[config.mk]
export PLATFORM = sky130hd
export DESIGN_NAME = wb_arbiter
export DESIGN_NICKNAME = d
export VERILOG_FILES = /design/src/rtl/wb_arbiter.sv
export SDC_FILE = /design/constraint.sdc
export NUM_CORES = 1
export LEC_CHECK = 0
export CORE_ASPECT_RATIO = 1.5
export CORE_MARGIN = 2
export CORE_UTILIZATION = 46
export DETAILED_ROUTE_END_ITERATION = 16
export PLACE_DENSITY = 0.95
export SLEW_MARGIN = 30
export SYNTH_ARGS = -nofsm -noshare
export SYNTH_HDL_FRONTEND = slang
export SYNTH_SLANG_ARGS = --single-unit
[constraint.sdc]
create_clock -name clk -period 5 [get_ports clk]
set_input_delay 1 -clock clk [delete_from_list [all_inputs] [get_ports clk]]
set_output_delay 1 -clock clk [all_outputs]
set_load 0.05 [all_outputs]
[src/rtl/wb_arbiter.sv]
// wb_arbiter: round-robin writeback arbiter (ALU, load, link) with a registered write port and pending-write scoreboard
//   clk, rst                      : clock, synchronous active-high reset
//   alu_*/ld_*/lnk_*              : requesters 0/1/2 (valid/addr/data in, ready out); link always targets register 31
//   wb_stall                      : suppresses every grant while high
//   mark_valid, mark_addr         : set a register's pending bit
//   qry_addr_a/b -> busy_a/b      : combinational pending lookup with same-cycle write bypass
//   wr_en, wr_addr, wr_data       : registered register-file write port, one cycle after the grant
module wb_arbiter #(
  parameter int DATA_W = 32,
  parameter int ADDR_W = 5
) (
  input  logic              clk,
  input  logic              rst,
  input  logic              alu_valid,
  input  logic [ADDR_W-1:0] alu_addr,
  input  logic [DATA_W-1:0] alu_data,
  input  logic              ld_valid,
  input  logic [ADDR_W-1:0] ld_addr,
  input  logic [DATA_W-1:0] ld_data,
  input  logic              lnk_valid,
  input  logic [DATA_W-1:0] lnk_data,
  output logic              alu_ready,
  output logic              ld_ready,
  output logic              lnk_ready,
  input  logic              wb_stall,
  input  logic              mark_valid,
  input  logic [ADDR_W-1:0] mark_addr,
  input  logic [ADDR_W-1:0] qry_addr_a,
  input  logic [ADDR_W-1:0] qry_addr_b,
  output logic              busy_a,
  output logic              busy_b,
  output logic              wr_en,
  output logic [ADDR_W-1:0] wr_addr,
  output logic [DATA_W-1:0] wr_data
);
  localparam int NREG = 1 << ADDR_W;
  logic [1:0] ptr_q, ptr_d, p1, p2, sel;
  logic [3:0] v;
  logic [2:0] gnt;
  logic any;
  logic wr_en_q, wr_en_d;
  logic [ADDR_W-1:0] wr_addr_q, wr_addr_d;
  logic [DATA_W-1:0] wr_data_q, wr_data_d;
  logic [NREG-1:0] pend_q, pend_d;
  // Search ptr, ptr+1, ptr+2 (mod 3); if the first two are idle and any is set, the third must be valid.
  always_comb begin
    v = {1'b0, lnk_valid, ld_valid, alu_valid};
    p1 = ptr_q == 2'd2 ? 2'd0 : ptr_q + 2'd1;
    p2 = ptr_q == 2'd0 ? 2'd2 : ptr_q - 2'd1;
    sel = v[ptr_q] ? ptr_q : v[p1] ? p1 : p2;
    any = !rst && !wb_stall && |v[2:0];
    gnt = any ? 3'b001 << sel : 3'b000;
    ptr_d = any ? (sel == 2'd2 ? 2'd0 : sel + 2'd1) : ptr_q;
    wr_en_d = any;
    wr_addr_d = !any ? wr_addr_q : sel == 2'd0 ? alu_addr : sel == 2'd1 ? ld_addr : {ADDR_W{1'b1}};
    wr_data_d = !any ? wr_data_q : sel == 2'd0 ? alu_data : sel == 2'd1 ? ld_data : lnk_data;
    pend_d = pend_q;
    if (wr_en_q) pend_d[wr_addr_q] = 1'b0;
    if (mark_valid) pend_d[mark_addr] = 1'b1;
  end
  always_ff @(posedge clk) begin
    if (rst) begin
      ptr_q <= 2'd0;
      wr_en_q <= 1'b0;
      wr_addr_q <= '0;
      wr_data_q <= '0;
      pend_q <= '0;
    end else begin
      ptr_q <= ptr_d;
      wr_en_q <= wr_en_d;
      wr_addr_q <= wr_addr_d;
      wr_data_q <= wr_data_d;
      pend_q <= pend_d;
    end
  end
  assign {lnk_ready, ld_ready, alu_ready} = gnt;
  // A write landing this cycle already retires the register for the hazard check.
  assign busy_a = pend_q[qry_addr_a] && !(wr_en_q && wr_addr_q == qry_addr_a);
  assign busy_b = pend_q[qry_addr_b] && !(wr_en_q && wr_addr_q == qry_addr_b);
  assign wr_en = wr_en_q;
  assign wr_addr = wr_addr_q;
  assign wr_data = wr_data_q;
endmodule

==> flow_summary.toml <==
[outcome]
status = "finished, final reports clean"

[critical_path]
critPathKind = "in -> out"
path_buf_inv = 3
critPathMaxFanout = 9
cp-end-kind = "primary output"
r2r-end = "wr_data[31]"
crit_path_start_kind = "input pin"
r2r-start = "ptr_q[0]"
cp_top_family = "buffers and inverters"
r2r_cells = 8
path_cells = "clkdlybuf4s50_1, buf_4, mux4_2, mux4_2, mux2i_1, a31oi_1, clkdlybuf4s50_1"
cp_data_arrival_time_ps = 3630
r2r_setup_slack_ps = 2140
slowest_stage = "clkdlybuf4s50_1"
slowest_delay_ps = 710
crit_required_ps = 4000

[grt]
gr-usage-all-layers_pct = 32.00
grt_pass1_vias = 4683
grt_max_degree = 49
grt_pass1_wl_um = 23410
grtUsageMet3_pct = 10.53
busiest_layer = "met2"
grt.overflow.total = 0
grt_use_met2_pct = 55.99
use_met1_pct = 32.70
antenna_found_initial = 0

[power]
p_leak_nw = 2.125
ir_worst_vdd_mv = 0.2552
powerDensity_nw_per_um2 = 326.0

[min_path]
hp-class = "reg -> reg"
hold-path-endpoint = "wr_data[6]"
whs_path_depth = 2
hold_start = "wr_data[6]"

[synthesis]
dominantRegCellSynth = "dfxtp_1"
ys_seq_area_share_pct = 35.90
synth_top_area_cell = "dfxtp_1"
syn-cell-area_sq_um = 4015
ys_warn_count = 0
syn-instance-count = 442
synth_edf_count = 0
ys_types = 44
ys_ff_latch = 72
synth_nets = 573
async_flop_share_pct = 0
ys_top_cells_by_area = "dfxtp_1 (36%), mux4_2 (11%), o21ai_0 (6.4%), mux2i_1 (5.2%), a21oi_1 (5.0%)"
avgSynthCellArea_sq_um = 9.084
synth_top_area_share_pct = 35.90

[timing]
min_period_over_period_pct = 92.58
setup_viol = 0
setup_tns_ps = 0
relSlewSlack_pct = 46.35
finalMaxSlewViolations = 0
finClkSkew_ps = 7.509
fin_crit_ps = 4629
rsz0062_at_grt = "no"
tightest_slew_ps = 804.7
max_freq_mhz = 216.0
hold_ws_ps = 484.7
hold_viol = 0

[placement]
io_buffers = 170
dpl.hpwl_um = 11160
place_congestion = 0.9707

[die]
rows = 41
ios = 171
start_util_pct = 47.44
dieArea_sq_um = 9507
die_w_um = 80.28
fp.dieH_um = 118.4
core_area_sq_um = 8464

[final_layout]
diodes = 0
fillers = 561
drive_gt1_share_pct = 10.63
layout.nets = 728
final_common_cell = "clkdlybuf4s50_1"
layout_common_cells = "clkdlybuf4s50_1 (167), dfxtp_1 (72), nand2_1 (53), o21ai_0 (51), a21oi_1 (40)"
area_delta_synth_final_pct = 52.10

[routing]
drt_iter0_drc = 424
drc = 0
wl_per_cell_um = 20.83
viasPerCell = 6.238
routed_wl_um = 14770
ant_nets = 0
dr.pass1.iters = 5
vias = 4423

[clocking]
cts_made_buffers = 9
cts_max_path_buffers = 2
cts_hold_buf = 0
clkSinkCount = 72
cts_tree = "yes"
ctsResizeCount = 0
cts_setup_buffers = 0
cts_root_buf = "clkbuf_16"
clk_pin_slew_ps = 60
htreeDepth = 3
clk-insertion-delay-late_ps = 330

[flow_run]
drv_cap = 0
[power breakdown]
part	internal (mW)	switching, mW
Clock	0.501	0.231
Sequential	0.617	0.0469
Combinational	0.248	0.348
[through the flow]
step	setup slack (ps)	std cells	utilization [%]	cell area (sq um)	total power, mW
after floorplan	1320	442	-	4015	1.018
after global placement	462.1	693	67.92	5749	1.242
after detailed placement	383.1	693	68.03	5758	1.263
after CTS	377.3	709	72.12	6105	1.995
after global routing	237.9	709	72.15	6107	2.064
final	371.2	709	72.15	6107	1.991
[kinds of logic (layout without fill, tap and decap cells)]
family,Yosys count,after routing,synth area share (%)
flops,72,72,35.90
buf+inv,40,200,4.986
mux,41,41,16.45
xor+xnor,10,10,2.182
simple gates,121,121,14.05
fa+ha+maj,3,3,0.9350
compound gates,155,155,25.49
[how the worst max path moves through the flow]
stage,depth (start not counted),endpoint,start,slack (ps)
3_5_place_dp,7,busy_b,qry_addr_b[0],380
6_report,7,busy_a,qry_addr_a[0],370
3_3_place_gp,7,busy_a,qry_addr_a[0],460
2_1_floorplan,5,busy_a,qry_addr_a[1],1320
4_1_cts,7,busy_b,qry_addr_b[0],380
5_1_grt,7,busy_a,qry_addr_a[0],240
[flip-flops by register name (all words and copies together) (netlist names)]
signal / cells
pend_q: 32
ptr_q: 2
wr_addr: 5
wr_data: 32
wr_en: 1
[synth_stat cells (all sizes together) (12+ instances only)]
library cell and instances:
a221oi 12, dfxtp 72, nand2 53, a32oi 18, nor2 25, a211oi 16, a21oi 40, mux2i 21
clkbuf 20, o21ai 54, mux4 20, buf 15
[worst min-delay path: cells and delay by family (launching register included)]
kind | cells | cell delay [ps]
flops | 1 | 340
compound gates | 2 | 120
[layout make-up]
class	count	area [sq um]	share of cell area, %
Timing Repair Buffer	179	1774	29.05
Clock buffer	11	242.7	3.975
Sequential cell	72	1441	23.60
Multi-Input combinational cell	330	2392	39.17
Inverter	5	18.77	0.3073
Clock inverter	5	103.9	1.700
Tap cell	107	133.9	2.192
[routing by layer]
| layer | wire length (um) | part of all wire [%] | vias up |
|---|---|---|---|
| met5 | 0 | 0 | - |
| met4 | 861 | 5.8 | 0 |
| met3 | 1470 | 10 | 85 |
| met2 | 7645 | 52 | 321 |
| met1 | 4790 | 32 | 2034 |
| li1 | - | - | 1983 |
No activity file was read; power rests on OpenSTA's default activity.
